`config.mk`:
```
export PLATFORM = sky130hd
export DESIGN_NAME = rv32i_alu
export DESIGN_NICKNAME = d
export VERILOG_FILES = /design/src/rtl/rv32i_alu.sv
export SDC_FILE = /design/constraint.sdc
export NUM_CORES = 1
export LEC_CHECK = 0
export ABC_CLOCK_PERIOD_IN_PS = 6830
export CAP_MARGIN = 20
export CELL_PAD_IN_SITES_DETAIL_PLACEMENT = 0
export CELL_PAD_IN_SITES_GLOBAL_PLACEMENT = 2
export CORE_MARGIN = 2
export CORE_UTILIZATION = 34
export CTS_CLUSTER_SIZE = 25
export DETAILED_ROUTE_END_ITERATION = 8
export PLACE_DENSITY_LB_ADDON = 0.12
export SLEW_MARGIN = 5
export SYNTH_ARGS = -nofsm -noshare
export SYNTH_HDL_FRONTEND = slang
export SYNTH_SLANG_ARGS = --single-unit
```
`constraint.sdc`:
```
create_clock -name clk -period 6.83 [get_ports clk]
set_clock_uncertainty 0.2 [all_clocks]
set_input_delay 1.366 -clock clk [delete_from_list [all_inputs] [get_ports clk]]
set_output_delay 1.366 -clock clk [all_outputs]
set_load 0.03 [all_outputs]
```
`src/rtl/rv32i_alu.sv`:
```
// RV32I execute-stage ALU: add/sub, logic, shifts, set-less-than, registered result and zero flag.
// Optional RV32I_ALU_ILLEGAL_OP_EN adds a registered illegal_op output for opcodes 1010-1111.
module rv32i_alu #(
  parameter int XLEN    = 32,
  parameter int SHAMT_W = 5
) (
  input  logic            clk,
  input  logic            rst,
  input  logic [3:0]      alu_op,
  input  logic [XLEN-1:0] in_a,
  input  logic [XLEN-1:0] in_b,
  output logic [XLEN-1:0] result,
  output logic            zero
`ifdef RV32I_ALU_ILLEGAL_OP_EN
  ,
  output logic            illegal_op
`endif
);

  localparam logic [3:0] OP_ADD  = 4'b0000;
  localparam logic [3:0] OP_SUB  = 4'b0001;
  localparam logic [3:0] OP_AND  = 4'b0010;
  localparam logic [3:0] OP_OR   = 4'b0011;
  localparam logic [3:0] OP_XOR  = 4'b0100;
  localparam logic [3:0] OP_SLL  = 4'b0101;
  localparam logic [3:0] OP_SRL  = 4'b0110;
  localparam logic [3:0] OP_SRA  = 4'b0111;
  localparam logic [3:0] OP_SLT  = 4'b1000;
  localparam logic [3:0] OP_SLTU = 4'b1001;

  logic [SHAMT_W-1:0] shamt;
  logic [XLEN-1:0]    res_next;
  logic               valid;

  assign shamt = in_b[SHAMT_W-1:0];

  // Unknown or unused opcodes land in the default arm, so X never reaches the registers.
  always_comb begin
    res_next = '0;
    valid    = 1'b1;
    case (alu_op)
      OP_ADD:  res_next = in_a + in_b;
      OP_SUB:  res_next = in_a + ~in_b + XLEN'(1);
      OP_AND:  res_next = in_a & in_b;
      OP_OR:   res_next = in_a | in_b;
      OP_XOR:  res_next = in_a ^ in_b;
      OP_SLL:  res_next = in_a << shamt;
      OP_SRL:  res_next = in_a >> shamt;
      OP_SRA:  res_next = $unsigned($signed(in_a) >>> shamt);
      OP_SLT:  res_next = {{(XLEN-1){1'b0}}, ($signed(in_a) < $signed(in_b))};
      OP_SLTU: res_next = {{(XLEN-1){1'b0}}, (in_a < in_b)};
      default: begin
        res_next = '0;
        valid    = 1'b0;
      end
    endcase
  end

  always_ff @(posedge clk) begin
    if (rst) begin
      result <= '0;
      zero   <= 1'b0;
    end else begin
      result <= res_next;
      zero   <= valid && (res_next == '0);
    end
  end

`ifdef RV32I_ALU_ILLEGAL_OP_EN
  always_ff @(posedge clk) begin
    if (rst) illegal_op <= 1'b0;
    else     illegal_op <= ~valid;
  end
`endif

endmodule

```
Yosys cells after proc, flatten, opt, wreduce, memory -nomap -nowiden
Cells that the tools add are included.
{"block": "op_classes", "add_sub_neg": 3, "n_lt_le_gt_ge": 2, "eq_ne": 9, "n_shift": 3, "mux": 2, "bitwise_logic": 4, "reduce_logical": 4}
{"operator": "case mux 32 bit (10 select lines)", "n": 1}
{"operator": "adder 32 bit", "n": 2}
{"operator": "< comparator 32 bit", "n": 2}
{"operator": "adder 32 x 1 -> 32 bit (second input constant)", "n": 1}
{"operator": "bitwise AND 32 bit", "n": 1}
{"operator": "logical NOT 32 bit", "n": 1}
{"operator": "NOT 32 bit", "n": 1}
{"operator": "bitwise OR 32 bit", "n": 1}
{"operator": "<< shifter 32 x 5 -> 32 bit", "n": 1}
{"operator": "right shift 32 x 5 -> 32 bit", "n": 1}
{"operator": ">>> shifter 32 x 5 -> 32 bit", "n": 1}
{"operator": "XOR 32 bit", "n": 1}
{"operator": "== test 4 x 3 -> 1 bit (second input constant)", "n": 4}
{"operator": "OR reduction 10 bit", "n": 1}
{"operator": "== test 4 x 2 -> 1 bit (second input constant)", "n": 2}
{"operator": "== test 4 bit (second input constant)", "n": 2}
{"operator": "== test 4 x 1 -> 1 bit (second input constant)", "n": 1}
{"operator": "logical NOT 4 bit", "n": 1}
{"operator": "logical AND 1 bit", "n": 1}
{"operator": "two-way mux 1 bit", "n": 1}
{"block": "totals", "regBits": 33, "inputBits": 70, "out_inout_bits": 33, "wordCells": 29}

Logic depth before layout (Yosys ltp)
Gate-level depths: netlist of the first run.
{"block": "depth", "word_depth": 6, "depth_mapped": 20, "depth_no_buf": 15}

Worst setup path before layout of the first run
No wires, ideal clock.
{"block": "synth_timing", "path_kind": "input to register", "start": "input in_b[2]", "end": "register zero", "setup_ps": 61, "arrival_ps": 5699, "required_time_ps": 6569, "setup_slack_ps": 870, "stages": 20, "path_buffers": 6, "path_cell_list": "clkbuf_1 > buf_2 > inv_2 > buf_2 > buf_2 > clkbuf_1 > buf_2 > ha_1 > nand2b_1 > a2111oi_0 > nor3_1 > o21ai_0 > a2111oi_0 > or3_1 > a21oi_1 > and4_1 > nand4_1 > or4_1 > nor4_1 > and4_1"}
{"block": "synth_via", "elab_chain_len": 6, "word_cells_on_any_way": 15, "classes_between": "3 x add/sub; 2 x order compare; 3 x shift; 1 x mux; 4 x bitwise; 2 x reduce/logical"}
{"element": "from (decl)", "line_no": "11", "source": "input logic [XLEN-1:0] in_b,"}
{"element": "NOT 32 bit", "line_no": "43", "source": "OP_SUB: res_next = in_a + ~in_b + XLEN'(1);"}
{"element": "adder 32 bit", "line_no": "43"}
{"element": "adder 32 x 1 -> 32 bit", "line_no": "43"}
{"element": "case mux 32 bit (10 select lines) *", "line_no": "41", "source": "case (alu_op)"}
{"element": "logical NOT 32 bit *", "line_no": "65", "source": "zero <= valid && (res_next == '0);"}
{"element": "logical AND 1 bit *", "line_no": "65"}
{"element": "to (signal assigned)", "line_no": "65"}
{"element": "to (decl)", "line_no": "13", "source": "output logic zero"}
Mark *: on every way between the ends. The rest lies on a longest branch, timed or not.
A chain may end at the register's enable or synchronous reset.

Worst setup path in the final report of the first run
{"block": "layout_timing", "start": "input in_a[7]", "end": "register zero"}
{"block": "layout_via", "elab_chain_len": 5, "word_cells_on_any_way": 14, "classes_between": "3 x add/sub; 2 x order compare; 3 x shift; 1 x mux; 3 x bitwise; 2 x reduce/logical"}
{"element": "from (decl)", "line_no": "10", "source": "input logic [XLEN-1:0] in_a,"}
{"element": "adder 32 bit", "line_no": "43"}
{"element": "adder 32 x 1 -> 32 bit", "line_no": "43"}
{"element": "case mux 32 bit (10 select lines) *", "line_no": "41"}
{"element": "logical NOT 32 bit *", "line_no": "65"}
{"element": "logical AND 1 bit *", "line_no": "65"}
Marks and branches as above.

==> results of run 1 <==
[final cells by class]
| cell class | count | area, um2 | share of cell area, % |
|---|---|---|---|
| Tap cell | 390 | 488 | 4.04 |
| Clock buffer | 5 | 125 | 1.04 |
| Inverter | 103 | 387 | 3.20 |
| Clock inverter | 3 | 17.5 | 0.145 |
| Timing Repair Buffer | 209 | 1840 | 15.2 |
| Sequential cell | 33 | 661 | 5.47 |
| Multi-Input combinational cell | 1187 | 8560 | 70.9 |
[path summary, 6_finish.rpt]
path	from	to	slack [ps]	cells after the start
hold / removal	in_b[2]	result[4]$_SDFF_PP0_	1670	4
setup / recovery	in_a[7]	zero$_SDFF_PP0_	110	17
[registers in the layout, indices dropped and copies added, names as in the netlist]
| register | count |
|---|---|
| zero | 1 |
| result | 32 |
[what timing repair did]
| action | CTS | global route |
|---|---|---|
| setup endpoints to repair | 0 | 1 |
| hold endpoints to repair | 0 | 0 |
| gates resized for setup | 0 | 1 |
[layer usage]
metal | global-route usage [%] | vias up
li1 | - | 5577
met1 | 51.8 | 6208
met2 | 51.3 | 861
met3 | 6.59 | 120
met4 | 11.7 | 0
met5 | 0 | -
[metrics by stage]
| step | cells | total power, mW | util (%) |
|---|---|---|---|
| after floorplan | 1431 | 0.791 | - |
| after detailed placement | 1922 | 1.19 | 40.6 |
| after CTS | 1930 | 1.41 | 41.1 |
| final | 1930 | 1.44 | 41.1 |
| after global placement | 1921 | 1.20 | 40.6 |
| after global routing | 1930 | 1.51 | 41.1 |
[cells by family after synthesis]
family	after synthesis	share of synthesized area, %
compound gates	495	32.6
xor+xnor	11	0.955
mux	109	16.1
simple gates	472	22.2
buf+inv	211	8.92
fa+ha+maj	100	12.6
flops	33	6.55
[cell usage in the layout, fill, tap and decap left out, drive strengths merged, types with 17 or more instances in the layout]
cell type / netlist / routed
nand2: 143 / 143
nor2: 140 / 140
a21oi: 138 / 138
buf: 40 / 112
inv: 103 / 103
ha: 98 / 98
clkdlybuf4s50: 0 / 97
o21ai: 79 / 79
mux2i: 55 / 55
mux4: 41 / 41
nor3: 34 / 34
nand3: 33 / 33
dfxtp: 33 / 33
o211ai: 31 / 31
a31oi: 24 / 24
a211oi: 24 / 24
o22ai: 20 / 20
o31ai: 19 / 19
a21o: 18 / 18
nor2b: 17 / 17
[cell usage after synthesis (6+ instances only)]
library cell                instances
sky130_fd_sc_hd__o21ai_1            9
sky130_fd_sc_hd__o211a_1            6
sky130_fd_sc_hd__a221oi_1           8
sky130_fd_sc_hd__inv_1             99
sky130_fd_sc_hd__nand4_1           16
sky130_fd_sc_hd__nor4_1            14
sky130_fd_sc_hd__nor3_1            33
sky130_fd_sc_hd__dfxtp_1           33
sky130_fd_sc_hd__nand3_1           33
sky130_fd_sc_hd__o21ai_0           70
sky130_fd_sc_hd__ha_1              98
sky130_fd_sc_hd__o211ai_1          31
sky130_fd_sc_hd__mux2_2             8
sky130_fd_sc_hd__nand2b_1          15
sky130_fd_sc_hd__o31ai_1           19
sky130_fd_sc_hd__nand2_1          143
sky130_fd_sc_hd__o22ai_1           20
sky130_fd_sc_hd__nor2_1           140
sky130_fd_sc_hd__clkbuf_1          68
sky130_fd_sc_hd__or3_1              6
sky130_fd_sc_hd__mux2i_1           55
sky130_fd_sc_hd__a2111oi_0          8
sky130_fd_sc_hd__o221ai_1          10
sky130_fd_sc_hd__a31o_2             6
sky130_fd_sc_hd__mux4_2            39
sky130_fd_sc_hd__o32ai_1            8
sky130_fd_sc_hd__buf_1             14
sky130_fd_sc_hd__o2111ai_1         13
sky130_fd_sc_hd__a211oi_1          23
sky130_fd_sc_hd__a21o_1            18
sky130_fd_sc_hd__a21oi_1          138
sky130_fd_sc_hd__o21bai_1           9
sky130_fd_sc_hd__nor2b_1           17
sky130_fd_sc_hd__a22oi_1           11
sky130_fd_sc_hd__or4_1             10
sky130_fd_sc_hd__o21a_1            11
sky130_fd_sc_hd__xnor2_1           10
sky130_fd_sc_hd__a211o_1            6
sky130_fd_sc_hd__buf_2             17
sky130_fd_sc_hd__a31oi_1           24
sky130_fd_sc_hd__and3_1            13
[worst min-delay path, delay by kind of cell]
family	cells	cell delay (ps)
compound gates	2	370
buf+inv	2	330
[power breakdown]
part | internal (mW) | switching [mW]
Combinational | 0.366 | 0.653
Clock | 0.133 | 0.0803
Sequential | 0.206 | 0.00293
==> flow_results.org, run 1 <==
** Run status
- The run finished with clean final reports.

** Synthesis
- Yosys mapped a number of flops with a built-in enable equal to 0.
- The top cell type by area accounts for 12.2% of the synthesized area.
- Count of cell types in the netlist :: just over 80
- Number of synthesis warnings :: 0
- The synthesized netlist occupies a cell area of approximately 0.01 mm2.
- In this run the mean area of a mapped cell was 7.05 um2.
- Synthesized net count :: 1601
- After synthesis, the cell types taking the most area are sky130_fd_sc_hd__ha_1, sky130_fd_sc_hd__mux4_2, sky130_fd_sc_hd__a21oi_1, sky130_fd_sc_hd__dfxtp_1, sky130_fd_sc_hd__mux2i_1.
- Share of async-settable or async-resettable flops after synthesis :: 0%
- Cell count after synthesis :: 1431
- For this run, the leading register cell type out of synthesis is sky130_fd_sc_hd__dfxtp_1.
- After synthesis, flip-flops and latches occupy 6.55% of the total area.
- Flip-flop and latch count after synthesis :: 33
- Cell type with the largest total area after synthesis :: sky130_fd_sc_hd__ha_1

** GRT
- Across every metal layer, demand over resource in global routing totals a little over a third.
- Number of antenna violations at the first check in global routing :: 0
- Grt ovf :: 0
- The number of global-route vias before repair is 11900.
- Entering global routing, the biggest net connects 49 pins.
- The first global-routing pass estimated 81400 um of wire.

** Timing
- Unrepaired setup endpoints after global routing :: no
- Of the available clock period, the critical path in the final layout requires 98.3%.
- Measured slew at the worst slew-check pin :: 1260 ps
- For this run, the top clock speed supported by timing is 149 MHz.
- The clock period could shrink to 6720 ps.
- The tightest hold path in the finished design has a slack of around 1700 ps.
- Worst Setup Slack, final :: 113 ps
- The number of endpoints with negative hold slack in the final report was 0.
- Worst slew margin relative to its limit :: 13.7%
- Setup Viol. Count Final :: 0
- The max-slew violation total from the final report was 0.
- Fin Setup TNS :: 0 ps

** Floorplan
- Initial Util :: 34.3%
- In this run the horizontal extent of the chip is 176 um.
- The die covers ~0.031 mm2.
- After floorplanning, the core was divided into 63 placement rows.
- Height of the die :: 176 um
- approximately 100 I/O pins were placed.
- Core ar. :: 0.0294 mm2

** Worst setup path
- Walking the worst path, the cells encountered are clkdlybuf4s50_1, inv_1, ha_1, nand4_1, a2111oi_0, buf_4, nor3_1, o21ai_0, a2111oi_0, or3_1, a21oi_1, and4_1, nand4_1, or4_1, nor4_1, buf_4, and4_1.
- The critical path contains buffers and inverters numbering 4 combined.
- Startpoint type of the worst setup path :: input pin
- STA puts the critical path data arrival time at 6730 ps.
- Worst-path fanout max :: 12
- STA classifies the critical path endpoint as a flip-flop.
- CP Data Required Time :: 6850 ps
- In this design, the largest share of critical-path delay is due to simple AND/OR/NAND/NOR gates.
- The critical path in this run is classified as in2reg.
- Peak per-stage delay on the critical path :: about 740 ps
- Critical path's slowest cell :: sky130_fd_sc_hd__clkdlybuf4s50_1

** Place
- Detailed placement finished with a half-perimeter wire length of between 40000 and 50000 um.
- Input and output buffers added on the ports amount to 102.
- Area post-placement :: about 0.012 mm2
- Setup slack at placement :: -141 ps
- Final Wtd Congestion :: 1.03

** Pwr
- The worst-case IR drop observed on VDD is 69.0 uV.
- P_leak :: 5.00 nW
- Power spread over the standard cell area amounts to 119 mW/mm2.

** Cells and area
- Diodes inserted :: 0
- After routing the design area is 0.0121 mm2.
- In the final design database the tool counted about 1700 nets.
- Area growth from synthesis to layout :: 19.7%
- Number of filler cells placed in the layout :: around 3100
- In the final layout, the share of cells above drive strength 1 is 12.5%.

** Clock tree
- CTS tree :: built
- In this run, CTS created clock tree buffers numbering 5.
- Count of H-tree levels built during CTS :: 2
- For this design, the sink count on the clock tree is 33.
- Clock tree root buffer cell :: sky130_fd_sc_hd__clkbuf_16
- Buffers inserted to repair hold after CTS numbered 0.
- Post-CTS timing repair inserted 0 buffers for setup.
- Max clock buf depth :: 2
- After clock tree synthesis, the clock-pin slew on the worst setup and hold paths is about 50 ps.

** Drt
- Detail-routed net length per standard cell :: 29.0 um
- Drt drc :: 0
- Total met2 wirelength after detailed routing :: 23100 um
- Mean number of vias per cell :: 6.61
- The first routing iteration left a little under 2000 violations.
- In the final routing, the length of wire on met1 measures 24600 um.
- Drt first pass iters :: 6
- Via count :: 12800
- The highest metal layer carrying signal wires in the routed design is met4.
- In this run the remaining antenna-violating nets after routing total 0.
- Met3 WL :: roughly 6400 um
- Wires add up to 56000 um.

** Min path
- The path class of the tightest hold or removal check is in2reg.

** Run
- Max-cap violations in this run came to 0.
Power figures use the tool's default switching activity.
==> inputs of run 2 (changes only) <==
--- a/config.mk
+++ b/config.mk
@@ -13,7 +13,7 @@
 export CORE_UTILIZATION = 34
 export CTS_CLUSTER_SIZE = 25
 export DETAILED_ROUTE_END_ITERATION = 8
-export PLACE_DENSITY_LB_ADDON = 0.12
+export PLACE_DENSITY = 0.81
 export SLEW_MARGIN = 5
 export SYNTH_ARGS = -nofsm -noshare
 export SYNTH_HDL_FRONTEND = slang
==> run 2 against run 1 <==
Against the previous run:
- largest cell class unchanged
- largest power group unchanged
- first-iteration DRC count rose by 0.87%
- critical path type unchanged
- critical path depth is 2 lower
- power up 1.2%
- count of clock-buffer cells in the layout did not move
- combinational power about the same
- worst hold slack improved by 170 ps
==> flow_results.org, run 2 (synthesis results as in run 1) <==
** Worst setup path
- The category of the most critical setup path was in2reg (unchanged).
- Startpoint type of the worst setup path :: input pin (unchanged)
- Worst-path cell chain: clkdlybuf4s50_1, inv_1, ha_1, inv_1, nand3_1, a211o_1, a21oi_1, o311ai_0, nand2_1, o22ai_1, a21oi_1, nand4_1, or4_1, nor4_1, and4_1 (was clkdlybuf4s50_1, inv_1, ha_1, nand4_1, a2111oi_0, buf_4, nor3_1, o21ai_0, a2111oi_0, or3_1, a21oi_1, and4_1, nand4_1, or4_1, nor4_1, buf_4, and4_1).
- The worst-path cell with the longest stage delay is sky130_fd_sc_hd__clkdlybuf4s50_1 (unchanged).
- The maximum single-stage delay on the critical path was 700 ps (was 740 ps).
- The largest fanout on the critical path is 11 (was 12).
- CP Data Required Time :: 6850 ps (about the same)
- The worst endpoint data arrival time came to 6590 ps (was 6730 ps).
- Critical path endpoint category :: flip-flop (unchanged)

** Cells and area
- The register ranked first by flip-flop count was result (unchanged).
- Non-filler instance count after layout :: 1907 (was 1930)
- Leading cell types in the layout, fill and taps excluded :: sky130_fd_sc_hd__nand2_1, sky130_fd_sc_hd__nor2_1, sky130_fd_sc_hd__a21oi_1 (unchanged)
- Net total in the final layout :: 1684 (was 1709)
- The flip-flop count of the largest register after layout is 32 (unchanged).
- Area growth from synthesis to layout :: 18.3% (was 19.7%)
- The number of fillers in the final layout is 3139 (was 3143).
- Largest registers ranked by flip-flop count: result (32), zero (1) (unchanged).
- The register area is 661 um2 (unchanged).
- Layout cells sized above 1 :: 11.0% (was 12.5%)
- Area taken by multi-input logic gates :: 0.00857 mm2 (was 0.00856 mm2)
- The final design area excluding fillers was 0.0119 mm2 (was 0.0121 mm2).
- The leading cell type in the layout, fill and taps excluded is sky130_fd_sc_hd__nand2_1 (unchanged).

** Pwr
- Fraction of power spent switching nets :: 49.9% (was 51.1%)
- The total power after layout is 1.46 mW (was 1.44 mW).
- Net switching component of the power :: 0.728 mW (was 0.736 mW)
- Combinational group share of total power :: 68.3% (was 70.7%)
- Power Internal :: 0.731 mW (was 0.705 mW)
- Fraction of power consumed by sequential logic :: 14.3% (was 14.5%)
- The part of the power in the clock network was 17.4% (was 14.8%).
- The largest vdd supply drop was 67.9 uV (was 69.0 uV).
- The static leakage came to 4.89 nW (was 5.00 nW).
- Ratio of total power to cell area :: 122 mW/mm2 (was 119 mW/mm2)

** Timing
- The number of endpoints with negative hold slack in the final report is 0 (unchanged).
- Max-slew violation count :: 0 (unchanged)
- Worst Setup Slack, final :: 260 ps (was 113 ps)
- The worst-case headroom to the max-slew limit is 18.6% (was 13.7%).
- The portion of the clock cycle consumed by the worst path in the final layout came to 96.2% (was 98.3%).
- Measured slew at the worst slew-check pin :: 1220 ps (was 1260 ps)
- The setup TNS was 0 ps (unchanged).
- Unrepaired setup endpoints after global routing :: no (unchanged)
- Maximum clock rate :: 152 MHz (was 149 MHz)
- The post-layout minimum cycle time came to 6570 ps (was 6720 ps).
- The number of endpoints failing setup at the final stage was 0 (unchanged).

** Drt
- Detail-routed net length per standard cell :: 28.8 um (was 29.0 um)
- The first-pass detailed-route iteration total came to 6 (unchanged).
- Final wirelength :: 54900 um (was 56000 um)
- Mean number of vias per cell :: 6.67 (was 6.61)
- The number of antenna-violating nets in the routed design came to 0 (unchanged).
- The detailed-route DRC error count came to 0 (unchanged).
- The starting DRC count in detailed routing was 1967 (was 1950).
- The count of vias placed by the detailed router is 12700 (was 12800).

** Clock tree
- CTS tree :: built (unchanged)
- The number of buffers created by CTS came to 5 (unchanged).
- Hold-fix buffers at CTS :: 0 (unchanged)
- The clock sink count came to 33 (unchanged).
- Count of H-tree levels built during CTS :: 2 (unchanged)
- Number of setup buffers added after CTS :: 0 (unchanged)
- The root buffer selected by CTS was sky130_fd_sc_hd__clkbuf_16 (unchanged).
- The number of gates given a new drive strength after cts came to 0 (unchanged).
- Max clock buf depth :: 2 (unchanged)
- The clock-pin slew of the registers on the worst-case setup and hold paths is 50 ps (about the same).

** Place
- Final Wtd Congestion :: 1.08 (was 1.03)
- The count of input and output buffers came to 102 (unchanged).
- The post-detailed-placement half-perimeter wirelength is 43600 um (was 45400 um).
- Area post-placement :: 0.0118 mm2 (was 0.0119 mm2)
- The placed cell count came to 1897 (was 1922).
- Setup slack at placement :: 235 ps (was -141 ps)

** GRT
- Largest net degree at the start of global routing :: 68 (was 49)
- The met1 layer usage reported by global route was 49.8% (was 51.8%).
- First-pass GRT wire length :: 79400 um (was 81400 um)
- The total congestion overflow was 0 (unchanged).
- The overall track demand over capacity in global routing came to 34.4% (was 35.2%).
- Met3 Use GR :: 6.87% (was 6.59%)
- Vias in the first global route :: 11500 (was 11900)
- Number of antenna violations at the first check in global routing :: 3 (was 0)
- Met2 demand-to-capacity share in global routing :: 50.5% (was 51.3%)
- Global routing's busiest layer :: met2 (was met1)

** Floorplan
- The core footprint is 0.0294 mm2 (unchanged).
- Number of ports placed on the die boundary :: 103 (unchanged)
- Horizontal extent of the die :: 176 um (unchanged)
- The chip height came to 176 um (unchanged).
- The floorplan die area was 0.0311 mm2 (unchanged).
- Initial Util :: 34.3% (unchanged)
- Number of cell rows :: 63 (unchanged)

** Run
- The number of max-capacitance violations reported came to 0 (unchanged).

** Run status
- Outcome: completed (unchanged).

** Min path
- The type of the tightest min-delay check is in2reg (unchanged).
run 2: cell types whose count changed in the layout (fill, tap and decap cells not counted), sizes merged:
| cell | delta |
|---|---|
| buf | -25 |
| bufinv | +1 |
| clkinv | -1 |
| diode | +2 |
run 2: power groups by stage:
stage,Clock [mW],Combinational (mW),Sequential [mW]
final,0.254,0.995,0.209
after global routing,0.267,1.04,0.210
after CTS,0.260,0.956,0.210
after detailed placement,0,0.952,0.214
after global placement,0,0.964,0.213
after floorplan,0,0.550,0.241
run 2: per-layer routing:
layer	vias up	wire length, um
met5	-	23
met4	4	2020
met3	144	6510
met2	940	22700
met1	6091	23700
li1	5532	-
run 2: worst paths after layout:
path / from / end / slack (ps) / cells after the start
worst max-delay path: in_a[8] / zero$_SDFF_PP0_ / 260 / 15
worst min-delay path: alu_op[0] / result[2]$_SDFF_PP0_ / 1840 / 5
run 2: per-stage QoR:
step	hold WS, ps	utilization [%]
global route	1840	40.6
global placement	2020	40.0
finish	1840	40.6
floorplan	1540	-
CTS	1780	40.6
detailed placement	2010	40.0
run 2: cell type report:
class | instances | area share [%]
diodes | 2 | 0.0419
clock buffers | 5 | 1.05
clock inverters | 3 | 0.388
inverters | 103 | 3.24
multi-input cells | 1187 | 71.8
flip-flops and latches | 33 | 5.53
well taps | 390 | 4.09
repair buffers | 184 | 13.8
run 2: critical path: cells and delay by family:
family	cells	cell delay [ps]
buffers and inverters	3	1070
adder cells (fa/ha/maj)	1	480
AO/OA/AOI/OAI	5	1770
AND/OR/NAND/NOR	6	1900
